[config.mk]
export PLATFORM = sky130hd
export DESIGN_NAME = dispatch_scoreboard_flat
export DESIGN_NICKNAME = d
export VERILOG_FILES = /design/src/rtl/dispatch_pkg.sv /design/src/rtl/dispatch_scoreboard_if.sv /design/src/rtl/dispatch_queue_fifo.sv /design/src/rtl/dispatch_scoreboard.sv /design/src/flat_wrapper.sv
export SDC_FILE = /design/constraint.sdc
export NUM_CORES = 1
export LEC_CHECK = 0
export ABC_CLOCK_PERIOD_IN_PS = 6400
export CAP_MARGIN = 20
export CELL_PAD_IN_SITES_DETAIL_PLACEMENT = 1
export CELL_PAD_IN_SITES_GLOBAL_PLACEMENT = 2
export CORE_ASPECT_RATIO = 0.7
export CORE_MARGIN = 8
export CORE_UTILIZATION = 42
export DETAILED_ROUTE_END_ITERATION = 12
export PLACE_DENSITY_LB_ADDON = 0.25
export SETUP_SLACK_MARGIN = 0.15
export SYNTH_ARGS = -nofsm -noshare
export SYNTH_HDL_FRONTEND = slang
export SYNTH_HIERARCHICAL = 1
export SYNTH_SLANG_ARGS = --single-unit
[constraint.sdc]
create_clock -name clock -period 6.4 [get_ports clock]
set_clock_uncertainty 0.05 [all_clocks]
set_input_delay 0.64 -clock clock [delete_from_list [all_inputs] [get_ports clock]]
set_output_delay 0.64 -clock clock [all_outputs]
set_load 0.05 [all_outputs]
[src/rtl/dispatch_pkg.sv]
// Shared constants for the dispatch scoreboard.
// Holds the RV32 opcode values that steer source-register checking, the stage
// indices that select bits of HAZARD_MASK, and helpers that decide which source
// fields of an instruction are real register reads.
package dispatch_pkg;

    localparam logic [6:0] OPC_LUI    = 7'b0110111;
    localparam logic [6:0] OPC_AUIPC  = 7'b0010111;
    localparam logic [6:0] OPC_JAL    = 7'b1101111;
    localparam logic [6:0] OPC_OP     = 7'b0110011;
    localparam logic [6:0] OPC_STORE  = 7'b0100011;
    localparam logic [6:0] OPC_BRANCH = 7'b1100011;

    // Bit positions inside HAZARD_MASK.
    localparam int unsigned STAGE_ID   = 0;
    localparam int unsigned STAGE_EXE  = 1;
    localparam int unsigned STAGE_MEM  = 2;
    localparam int unsigned STAGE_WB   = 3;
    localparam int unsigned NUM_STAGES = 4;

    // U-type and JAL carry immediate bits where rs1 would sit.
    function automatic logic uses_rs1(input logic [6:0] opcode);
        return !((opcode == OPC_LUI) || (opcode == OPC_AUIPC) || (opcode == OPC_JAL));
    endfunction

    // Only R-type, stores and branches read a second register.
    function automatic logic uses_rs2(input logic [6:0] opcode);
        return (opcode == OPC_OP) || (opcode == OPC_STORE) || (opcode == OPC_BRANCH);
    endfunction

endpackage

[src/rtl/dispatch_scoreboard_if.sv]
// Enqueue/dispatch handshake bundle for the dispatch scoreboard.
//   in_valid/in_ready/in_instruction    : producer pushes instructions
//   out_valid/out_ready/out_instruction : consumer takes the queue head
// master drives requests and out_ready; slave (the scoreboard) drives the rest.
interface dispatch_scoreboard_if #(
    parameter int unsigned DATA_WIDTH = 32
) ();
    import dispatch_pkg::*;

    logic                  in_valid;
    logic                  in_ready;
    logic [DATA_WIDTH-1:0] in_instruction;
    logic                  out_valid;
    logic                  out_ready;
    logic [DATA_WIDTH-1:0] out_instruction;

    modport master (
        output in_valid,
        output in_instruction,
        output out_ready,
        input  in_ready,
        input  out_valid,
        input  out_instruction
    );

    modport slave (
        input  in_valid,
        input  in_instruction,
        input  out_ready,
        output in_ready,
        output out_valid,
        output out_instruction
    );

endinterface

[src/rtl/dispatch_queue_fifo.sv]
// Circular instruction queue.
//   clock, reset : rising-edge clock, synchronous active-high reset
//   flush        : empties the queue, overriding push/pop in the same cycle
//   push/wdata   : write when not full
//   pop          : advance head when not empty
//   rdata        : head entry (combinational, don't-care when empty)
//   count        : occupancy; full/empty derived from it
// Storage is never cleared; only pointers and count are reset.
module dispatch_queue_fifo
    import dispatch_pkg::*;
#(
    parameter int unsigned DATA_WIDTH  = 32,
    parameter int unsigned QUEUE_DEPTH = 8
) (
    input  logic                         clock,
    input  logic                         reset,
    input  logic                         flush,
    input  logic                         push,
    input  logic                         pop,
    input  logic [DATA_WIDTH-1:0]        wdata,
    output logic [DATA_WIDTH-1:0]        rdata,
    output logic [$clog2(QUEUE_DEPTH):0] count,
    output logic                         full,
    output logic                         empty
);

    localparam int unsigned PTR_W = $clog2(QUEUE_DEPTH);
    localparam int unsigned CNT_W = PTR_W + 1;

    logic [DATA_WIDTH-1:0] mem [QUEUE_DEPTH];
    logic [PTR_W-1:0]      wr_ptr_q, wr_ptr_d;
    logic [PTR_W-1:0]      rd_ptr_q, rd_ptr_d;
    logic [CNT_W-1:0]      count_q, count_d;
    logic                  do_push;
    logic                  do_pop;

    assign full  = (count_q == CNT_W'(QUEUE_DEPTH));
    assign empty = (count_q == '0);
    assign count = count_q;
    assign rdata = mem[rd_ptr_q];

    assign do_push = push && !full && !flush;
    assign do_pop  = pop && !empty && !flush;

    always_comb begin
        wr_ptr_d = wr_ptr_q;
        rd_ptr_d = rd_ptr_q;
        count_d  = count_q;
        if (flush) begin
            wr_ptr_d = '0;
            rd_ptr_d = '0;
            count_d  = '0;
        end else begin
            // Power-of-two depth: pointers wrap by natural overflow.
            if (do_push) wr_ptr_d = wr_ptr_q + PTR_W'(1);
            if (do_pop)  rd_ptr_d = rd_ptr_q + PTR_W'(1);
            unique case ({do_push, do_pop})
                2'b10:   count_d = count_q + CNT_W'(1);
                2'b01:   count_d = count_q - CNT_W'(1);
                default: count_d = count_q;
            endcase
        end
    end

    always_ff @(posedge clock) begin
        if (reset) begin
            wr_ptr_q <= '0;
            rd_ptr_q <= '0;
            count_q  <= '0;
        end else begin
            wr_ptr_q <= wr_ptr_d;
            rd_ptr_q <= rd_ptr_d;
            count_q  <= count_d;
        end
    end

    always_ff @(posedge clock) begin
        if (do_push && !reset) begin
            mem[wr_ptr_q] <= wdata;
        end
    end

endmodule

[src/rtl/dispatch_scoreboard.sv]
// Dispatch scoreboard: queues instructions and holds the head back while any
// enabled pipeline stage is about to write one of its source registers.
//   clock, reset      : rising-edge clock, synchronous active-high reset
//   report            : status-dump request for simulation monitors; no logic effect
//   flush             : drop every queued instruction (stall_count kept)
//   bus               : enqueue and dispatch handshakes (slave side)
//   <stage>_dest/_wen : destination and write enable of ID/EXE/MEM/WB
//   count             : queue occupancy
//   stall_count       : saturating count of cycles the head was hazard-blocked
module dispatch_scoreboard
    import dispatch_pkg::*;
#(
    parameter int unsigned CORE        = 0,
    parameter int unsigned DATA_WIDTH  = 32,
    parameter int unsigned INDEX_WIDTH = 8,
    parameter int unsigned QUEUE_DEPTH = 8,
    parameter logic [3:0]  HAZARD_MASK = 4'b1111
) (
    input  logic                         clock,
    input  logic                         reset,
    input  logic                         report,
    input  logic                         flush,
    dispatch_scoreboard_if.slave         bus,
    input  logic [4:0]                   id_dest,
    input  logic [4:0]                   exe_dest,
    input  logic [4:0]                   mem_dest,
    input  logic [4:0]                   wb_dest,
    input  logic                         id_wen,
    input  logic                         exe_wen,
    input  logic                         mem_wen,
    input  logic                         wb_wen,
    output logic                         out_valid_unused_mirror,
    output logic [$clog2(QUEUE_DEPTH):0] count,
    output logic [31:0]                  stall_count
);

    // Kept for interface compatibility with the rest of the core.
    localparam int unsigned unused_core        = CORE;
    localparam int unsigned unused_index_width = INDEX_WIDTH;

    logic [DATA_WIDTH-1:0] head;
    logic                  full;
    logic                  empty;
    logic                  push;
    logic                  pop;
    logic                  hazard;
    logic [6:0]            opcode;
    logic [4:0]            rs1;
    logic [4:0]            rs2;
    logic                  check_rs1;
    logic                  check_rs2;
    logic [NUM_STAGES-1:0]      stage_wen;
    logic [NUM_STAGES-1:0][4:0] stage_dest;
    logic [NUM_STAGES-1:0]      stage_hazard;
    logic [31:0]           stall_q, stall_d;

    dispatch_queue_fifo #(
        .DATA_WIDTH  (DATA_WIDTH),
        .QUEUE_DEPTH (QUEUE_DEPTH)
    ) u_fifo (
        .clock (clock),
        .reset (reset),
        .flush (flush),
        .push  (push),
        .pop   (pop),
        .wdata (bus.in_instruction),
        .rdata (head),
        .count (count),
        .full  (full),
        .empty (empty)
    );

    assign opcode    = head[6:0];
    assign rs1       = head[19:15];
    assign rs2       = head[24:20];
    assign check_rs1 = uses_rs1(opcode);
    assign check_rs2 = uses_rs2(opcode);

    assign stage_wen[STAGE_ID]   = id_wen;
    assign stage_wen[STAGE_EXE]  = exe_wen;
    assign stage_wen[STAGE_MEM]  = mem_wen;
    assign stage_wen[STAGE_WB]   = wb_wen;
    assign stage_dest[STAGE_ID]  = id_dest;
    assign stage_dest[STAGE_EXE] = exe_dest;
    assign stage_dest[STAGE_MEM] = mem_dest;
    assign stage_dest[STAGE_WB]  = wb_dest;

    // x0 is never a real dependency, so a zero destination cannot stall.
    always_comb begin
        stage_hazard = '0;
        for (int s = 0; s < NUM_STAGES; s++) begin
            stage_hazard[s] = HAZARD_MASK[s] && stage_wen[s] && (stage_dest[s] != 5'd0) &&
                              ((check_rs1 && (stage_dest[s] == rs1)) ||
                               (check_rs2 && (stage_dest[s] == rs2)));
        end
    end

    assign hazard = |stage_hazard;

    // in_ready depends on occupancy only, never on out_ready.
    assign bus.in_ready        = !full;
    assign bus.out_valid       = !empty && !hazard;
    assign bus.out_instruction = head;
    assign out_valid_unused_mirror = bus.out_valid;

    assign push = bus.in_valid && !full;
    assign pop  = bus.out_valid && bus.out_ready;

    always_comb begin
        stall_d = stall_q;
        if (!empty && hazard && (stall_q != 32'hFFFF_FFFF)) begin
            stall_d = stall_q + 32'd1;
        end
    end

    always_ff @(posedge clock) begin
        if (reset) begin
            stall_q <= '0;
        end else begin
            stall_q <= stall_d;
        end
    end

    assign stall_count = stall_q;

    logic unused_bits;
    assign unused_bits = ^{report, head[DATA_WIDTH-1:25], head[14:7]};

endmodule

[src/flat_wrapper.sv]
// flat-port wrapper written by rule: the top's interface ports become plain ports
module dispatch_scoreboard_flat import dispatch_pkg::*;
#(
    parameter int unsigned CORE        = 0,
    parameter int unsigned DATA_WIDTH  = 32,
    parameter int unsigned INDEX_WIDTH = 8,
    parameter int unsigned QUEUE_DEPTH = 8,
    parameter logic [3:0]  HAZARD_MASK = 4'b1111
)
  (clock, reset, report, flush, id_dest, exe_dest, mem_dest, wb_dest, id_wen, exe_wen, mem_wen, wb_wen, out_valid_unused_mirror, count, stall_count, bus_in_valid, bus_in_instruction, bus_out_ready, bus_in_ready, bus_out_valid, bus_out_instruction);
  dispatch_scoreboard_if #(.DATA_WIDTH(DATA_WIDTH)) bus_i ();
  input  logic clock;
  input  logic reset;
  input  logic report;
  input  logic flush;
  input  logic [4:0] id_dest;
  input  logic [4:0] exe_dest;
  input  logic [4:0] mem_dest;
  input  logic [4:0] wb_dest;
  input  logic id_wen;
  input  logic exe_wen;
  input  logic mem_wen;
  input  logic wb_wen;
  output logic out_valid_unused_mirror;
  output logic [$clog2(QUEUE_DEPTH):0] count;
  output logic [31:0] stall_count;
  input wire logic [$bits(bus_i.in_valid)-1:0] bus_in_valid;
  input wire logic [$bits(bus_i.in_instruction)-1:0] bus_in_instruction;
  input wire logic [$bits(bus_i.out_ready)-1:0] bus_out_ready;
  output wire logic [$bits(bus_i.in_ready)-1:0] bus_in_ready;
  output wire logic [$bits(bus_i.out_valid)-1:0] bus_out_valid;
  output wire logic [$bits(bus_i.out_instruction)-1:0] bus_out_instruction;
  assign bus_i.in_valid = bus_in_valid;
  assign bus_i.in_instruction = bus_in_instruction;
  assign bus_i.out_ready = bus_out_ready;
  assign bus_in_ready = bus_i.in_ready;
  assign bus_out_valid = bus_i.out_valid;
  assign bus_out_instruction = bus_i.out_instruction;
  dispatch_scoreboard #(.CORE(CORE), .DATA_WIDTH(DATA_WIDTH), .INDEX_WIDTH(INDEX_WIDTH), .QUEUE_DEPTH(QUEUE_DEPTH), .HAZARD_MASK(HAZARD_MASK)) u_core (.clock(clock), .reset(reset), .report(report), .flush(flush), .bus(bus_i), .id_dest(id_dest), .exe_dest(exe_dest), .mem_dest(mem_dest), .wb_dest(wb_dest), .id_wen(id_wen), .exe_wen(exe_wen), .mem_wen(mem_wen), .wb_wen(wb_wen), .out_valid_unused_mirror(out_valid_unused_mirror), .count(count), .stall_count(stall_count));
endmodule
==> summary.txt, run 1 <==
Synth
  – Yosys reg bits: 301
  – Syn Inst Count: 748
  – Yosys cell types: 64
  – Synthesized cell area: 0.01296 sq mm
  – Syn nets: 817
  – Mean post-synth cell area: 17.32 sq um
  – Synth Warn #: 6
  – Sequential fraction of the synthesis area: 66.28%

Worst setup path
  – Critical-path top delay cell: clkdlybuf4s50_1
  – Slowest cell delay on critical path: 0.83 ns
  – CP cell instances: buf_4 -> mux4_1 -> mux2_2 -> xor2_1 -> nor3_1 -> nand4_1 -> a21oi_1 -> nor4_4 -> and2b_1 -> clkdlybuf4s50_1
  – Crit path launch type: flip-flop
  – Worst Path Arrival: 4.69 ns
  – Critical path fanouts, max: 32
  – Crit path kind: flip-flop to primary output
  – Crit path capture type: primary output
  – Critical Path RT: 5.71 ns

Cells and area
  – Util after Layout: 52.02%
  – Layout Cells excl Fill: 1331
  – Area Growth Syn to Fin: 21.14%
  – Ant. Diodes: 0
  – Most frequent cells in the layout: edfxtp_1, clkdlybuf4s50_1, dfxtp_1
  – Layout net count: 966
  – Filler cell count: 2783
  – Commonest non-fill, non-tap cell in the layout: edfxtp_1
  – Layout cells sized above 1: 17.19%

Floorplan
  – Top Ports: 133
  – Core Footprint: 0.03017 sq mm
  – Die Width: 225.9 microns
  – Die H: 163.0 microns
  – Die area: 0.03682 sq mm
  – Initial Utilization: 42.94%
  – FP Rows: 53

Job
  – Max-cap violations: 0

Routing
  – Vias per inst: 5.514
  – Antenna viol nets, final: 0
  – Avg WL per Cell: 23.49 microns
  – Residual DRC count: 0
  – Initial DRT Pass Iterations: 4
  – Vias: 7339
  – Drt first-iter violations: 558
  – Final WL: 31270 microns

Timing
  – Worst slew margin: 35.35%
  – Max-slew violation count: 0
  – Finish-stage setup viols: 0
  – Fin crit share: 84.02%
  – Worst-Margin Slew: 0.9697 ns
  – Final min period: 5.377 ns
  – Unrepaired setup endpoints after global routing: false
  – Maximum clock rate: 0.1860 GHz
  – Final Hold Viols: 0
  – Post-Route Setup TNS: 0 ns

Placement
  – HPWL Detailed: 20040 microns
  – Placer Congestion: 0.7782
  – DP Cell Count: 1275
  – PortBufs: 131

Clocking
  – CTS Root Cell: clkbuf_16
  – Worst skew pair latency: 0.56 ns
  – # Post-CTS Setup Buffers: 0
  – Clk pin slew, worst setup/hold paths: 0.06 ns
  – Cts repair resizes: 0
  – Worst-case clock buffer depth: 3
  – Htree depth: 1
  – CTS tree: built
  – Number of buffers created by CTS: 30
  – Post-cts hold buffer count: 0
  – # clock sinks: 301

Global routing
  – Met3 Resource Use GR: 3.454%
  – Number of global-route vias before repair: 7941
  – Largest net degree at the start of global routing: 55
  – GRT Overall Usage: 16.76%
  – Antenna violations before repair: 2
  – Remaining Overflow, GRT: 0
  – GR peak layer: met2
  – Global Route met1 Usage: 22.47%
  – Met2 Use GR: 28.06%
  – First-pass GRT wire length: 47530 microns

Worst hold path
  – Type of the most critical hold path: flip-flop to flip-flop
  – HP Start: u_core/stall_count[27]

Power and ir drop
  – Final Power: 3.966 mW
  – Power per cell area: 252.6 mW/mm^2
  – Max VDD drop: 0.2237 mV
  – P_leak: 4.854 nW

Run status
  – Status: completed
[worst max-delay path: cells and delay by family, from the launching register on]
family          cells  cell delay [ns]
simple gates        4             0.90
flops               1             0.73
compound gates      1             0.15
buf+inv             2             1.22
mux                 2             0.96
xor+xnor            1             0.17
[layer usage]
layer	vias up	routed length, microns	share of wire, %
li1	3325	-	-
met1	3810	14020	45
met2	157	15050	48
met3	43	1649	5.3
met4	4	523	1.7
met5	-	23	0.074
[Yosys cell counts, drive strengths merged]
library cell | n | area, sq um
buf | 24 | 198.9
edfxtp | 256 | 7687
nand3 | 11 | 60.06
nand4 | 17 | 112.6
and4 | 4 | 35.03
mux2 | 40 | 480.5
xor2 | 26 | 227.7
or2 | 5 | 33.79
and2b | 1 | 7.510
o31ai | 11 | 82.58
nand3b | 1 | 7.510
nor2b | 12 | 77.58
a21oi | 32 | 163.9
o41ai | 1 | 8.760
nor4 | 5 | 67.56
nand2b | 2 | 12.51
mux2i | 2 | 20.02
nor4b | 2 | 23.77
clkbuf | 11 | 42.54
nor2 | 33 | 126.4
a211oi | 1 | 7.510
fa | 1 | 20.02
o2111ai | 1 | 15.01
mux4 | 64 | 1592
or4b | 3 | 30.03
ha | 6 | 75.07
o21ai | 18 | 93.84
dfxtp | 45 | 900.9
or4 | 25 | 187.7
and3 | 3 | 20.02
and2 | 4 | 25.03
and4bb | 1 | 12.51
and3b | 1 | 8.760
inv | 8 | 30.03
or3 | 15 | 93.84
and4b | 1 | 10.01
nor3b | 2 | 25.02
nor3 | 16 | 100.1
nand2 | 18 | 67.56
xnor2 | 19 | 166.4
[final cells by class]
type                            count  area (sq um)  area share [%]
Clock buffer                       40         809.5           5.157
Clock inverter                     14         116.4          0.7413
Inverter                            8         30.03          0.1913
Multi-Input combinational cell    404          4154           26.46
Sequential cell                   301          8594           54.75
Tap cell                          412         515.5           3.284
Timing Repair Buffer              152          1476           9.406
[power by group]
part           internal (mW)  switching (mW)  total [mW]
Combinational         0.0709           0.101       0.172
Sequential              2.13         0.00294        2.14
Clock                  0.961           0.696        1.66
Total                   3.17           0.800        3.97
[cells by family after synthesis]
logic type | synth area share [%]
mux | 16.15
compound gates | 2.868
xor+xnor | 3.042
fa+ha+maj | 0.7339
buf+inv | 2.095
flops | 66.28
simple gates | 8.836
[flip-flops by register name, indices dropped and copies added (netlist names), named ones only]
register and count:
u_core/stall_count 32, u_core/u_fifo/rd_ptr_q 3, u_core/u_fifo/wr_ptr_q 3, u_core/u_fifo/count 4, u_core/u_fifo/mem 256
[path summary, 6_finish.rpt]
path                                           endpoint  slack, ns  depth (start not counted)
worst min-delay path             u_core/stall_count[27]       0.46                          2
worst min register to register   u_core/stall_count[27]       0.46                          2
worst max register to register   u_core/u_fifo/count[3]       1.21                         17
worst max-delay path            out_valid_unused_mirror       1.02                         10
[stage by stage]
stage | cell area, sq um | setup WS (ns) | hold slack, ns
finish | 15700 | 1.023 | 0.4558
global route | 15700 | 0.7725 | 0.4950
CTS | 15670 | 0.8869 | 0.4585
detailed placement | 14750 | 1.219 | 0.4501
global placement | 14750 | 1.338 | 0.4202
floorplan | 12960 | 1.097 | 0.4391
(Power assumes the default switching activity.)
==> run 2: changes to the inputs <==
--- a/config.mk
+++ b/config.mk
@@ -5,7 +5,7 @@
 export SDC_FILE = /design/constraint.sdc
 export NUM_CORES = 1
 export LEC_CHECK = 0
-export ABC_CLOCK_PERIOD_IN_PS = 6400
+export ABC_CLOCK_PERIOD_IN_PS = 5300
 export CAP_MARGIN = 20
 export CELL_PAD_IN_SITES_DETAIL_PLACEMENT = 1
 export CELL_PAD_IN_SITES_GLOBAL_PLACEMENT = 2
==> constraint.sdc (replaced) <==
create_clock -name clock -period 5.3 [get_ports clock]
set_clock_uncertainty 0.05 [all_clocks]
set_input_delay 0.53 -clock clock [delete_from_list [all_inputs] [get_ports clock]]
set_output_delay 0.53 -clock clock [all_outputs]
set_load 0.05 [all_outputs]
==> run 2 against run 1 <==
Against the previous run:
- non-clock buffer count grew 1
- worst setup slack lost 0.53 ns
- first-iteration DRC count shrank 0.18%
- count of clock-buffer cells in the layout shrank 2
==> summary.txt, run 2 (synthesis gave the netlist of run 1 again) <==
Power and ir drop
  – Switching power: 0.9730 mW
  – Sw frac: 20.55%
  – Logic gate share of total power: 4.4%
  – Max VDD drop: 0.2885 mV
  – Power per cell area: 301.3 mW/mm^2
  – Internal power: 3.763 mW
  – Clk pwr share: 41.2%
  – P_leak: 4.864 nW
  – Reg power frac: 54.5%

Run status
  – Status: completed

Worst setup path
  – Critical Path RT: 5.68 ns
  – Crit path launch type: flip-flop
  – Crit path capture type: flip-flop
  – Critical path fanouts, max: 12
  – Slowest cell delay on critical path: 0.55 ns
  – Crit path buffers/inverters: 1
  – Worst Path Arrival: 5.19 ns
  – Crit path kind: flip-flop to flip-flop
  – Crit-path leading delay family: simple AND/OR/NAND/NOR gates
  – CP cell instances: buf_4 -> mux4_1 -> mux2_2 -> nand2_1 -> o2111ai_2 -> nand4_1 -> a21oi_1 -> nor4_4 -> and2b_1 -> and2_1 -> nor3b_2 -> ha_1 -> ha_1 -> a21oi_1 -> a211oi_1 -> o21ai_0 -> o31ai_1
  – Critical-path top delay cell: mux4_1

Global routing
  – Antenna violations before repair: 3
  – Remaining Overflow, GRT: 0
  – First-pass GRT wire length: 48530 microns
  – Largest net degree at the start of global routing: 55
  – Met2 Use GR: 28.21%
  – Number of global-route vias before repair: 7988
  – Met3 Resource Use GR: 3.616%
  – GRT Overall Usage: 17.19%
  – Global Route met1 Usage: 23.39%
  – GR peak layer: met2

Clocking
  – Post-cts hold buffer count: 0
  – Worst skew pair latency: 0.55 ns
  – CTS tree: built
  – Worst-case clock buffer depth: 3
  – Clk pin slew, worst setup/hold paths: 0.06 ns
  – Htree depth: 1
  – CTS Root Cell: clkbuf_16
  – # clock sinks: 301
  – Number of buffers created by CTS: 29

Routing
  – Drt first-iter violations: 557
  – Final WL: 31890 microns
  – Vias per inst: 5.487
  – Initial DRT Pass Iterations: 4
  – Avg WL per Cell: 23.93 microns
  – Vias: 7314
  – Antenna viol nets, final: 0
  – Residual DRC count: 0

Cells and area
  – Filler cell count: 2849
  – Biggest register: u_core/u_fifo/mem
  – Layout cells sized above 1: 17.41%
  – Layout Cells excl Fill: 1333
  – Area Growth Syn to Fin: 21.30%
  – Max reg flops: 256
  – Most frequent cells in the layout: edfxtp_1, clkdlybuf4s50_1, dfxtp_1
  – Layout net count: 966
  – Util after Layout: 52.09%
  – Commonest non-fill, non-tap cell in the layout: edfxtp_1

Floorplan
  – Die area: 0.03682 sq mm
  – Initial Utilization: 42.94%
  – Die Width: 225.9 microns
  – FP Rows: 53
  – Top Ports: 133
  – Core Footprint: 0.03017 sq mm
  – Die H: 163.0 microns

Timing
  – Post-Route Setup TNS: 0 ns
  – Max-slew violation count: 0
  – Final Hold Viols: 0
  – Maximum clock rate: 0.2078 GHz
  – Worst slew margin: 26.34%
  – Unrepaired setup endpoints after global routing: false
  – Setup slack after layout: 0.4883 ns
  – Worst-Margin Slew: 1.102 ns
  – Final min period: 4.812 ns
  – Fin crit share: 90.79%
  – Finish-stage setup viols: 0

Placement
  – DP Cell Count: 1276
  – Placer Congestion: 0.7945
  – DP Worst Slack: 0.3043 ns
  – PortBufs: 131
  – HPWL Detailed: 20890 microns

Job
  – Max-cap violations: 0

Worst hold path
  – Type of the most critical hold path: flip-flop to flip-flop
## run 2: cell types whose count changed in the layout (fill, tap and decap cells not counted), sizes merged
cell | before | now
clkinvlp | 1 | 2
buf | 21 | 22
clkinv | 11 | 10
clkbuf | 40 | 38
clkdlybuf4s50 | 131 | 129
diode | 0 | 2
inv | 8 | 9
dlygate4sd2 | 0 | 2
## run 2: stage by stage
stage | instance area, sq um | total power [mW] | hold slack (ns)
final | 15720 | 4.736 | 0.4594
after global routing | 15720 | 4.899 | 0.4891
after CTS | 15670 | 4.801 | 0.4663
after detailed placement | 14790 | 2.839 | 0.4572
after global placement | 14790 | 2.828 | 0.4299
after floorplan | 12960 | 2.729 | 0.4391
## run 2: worst paths after layout
check	slack, ns	end	startpoint	depth (start not counted)
max	0.49	u_core/u_fifo/count[3]	flip-flop	17
min	0.46	u_core/stall_count[27]	u_core/stall_count[27]	2
max reg2reg	0.49	u_core/u_fifo/count[3]	flip-flop	17
min reg2reg	0.46	u_core/stall_count[27]	u_core/stall_count[27]	2
## run 2: tightest hold or removal path, cell delays in order, from the launching register on
cell and delay, ns:
dfxtp_1 0.33, o31ai_1 0.07, a21oi_1 0.06
## run 2: power groups by stage
stage | registers (mW) | clock network (mW) | logic [mW]
final | 2.58 | 1.95 | 0.207
after global routing | 2.58 | 2.10 | 0.222
after CTS | 2.58 | 2.01 | 0.209
after detailed placement | 2.63 | 0 | 0.209
after global placement | 2.63 | 0 | 0.199
after floorplan | 2.63 | 0 | 0.0975
## run 2: timing repair
item / in CTS / in global routing
setup endpoints to repair: 2 / 1
setup buffers: 0 / 1
resized for setup: 2 / 0
endpoints found under the hold margin: 0 / 0
## run 2: cell type report
cell class | instances | area (sq um) | share of cell area (%)
well taps | 412 | 515.5 | 3.280
multi-input cells | 404 | 4163 | 26.48
clock inverters | 15 | 123.9 | 0.7881
flip-flops and latches | 301 | 8594 | 54.68
clock buffers | 38 | 759.5 | 4.832
inverters | 8 | 30.03 | 0.1911
diodes | 2 | 5.005 | 0.03184
repair buffers | 153 | 1526 | 9.712
## run 2: layer usage
layer  vias up  routed length (microns)
met3        41                     1496
li1       3328                        -
met4         4                      524
met1      3794                    14480
met5         -                       22
met2       147                    15370
==> run 3: changes to the inputs <==
--- a/config.mk
+++ b/config.mk
@@ -13,6 +13,7 @@
 export CORE_MARGIN = 8
 export CORE_UTILIZATION = 42
 export DETAILED_ROUTE_END_ITERATION = 12
+export GPL_ROUTABILITY_DRIVEN = 1
 export PLACE_DENSITY_LB_ADDON = 0.25
 export SETUP_SLACK_MARGIN = 0.15
 export SYNTH_ARGS = -nofsm -noshare
==> results of run 3 <==
The final DEF is identical to that of run 2; final timing and power are the same.
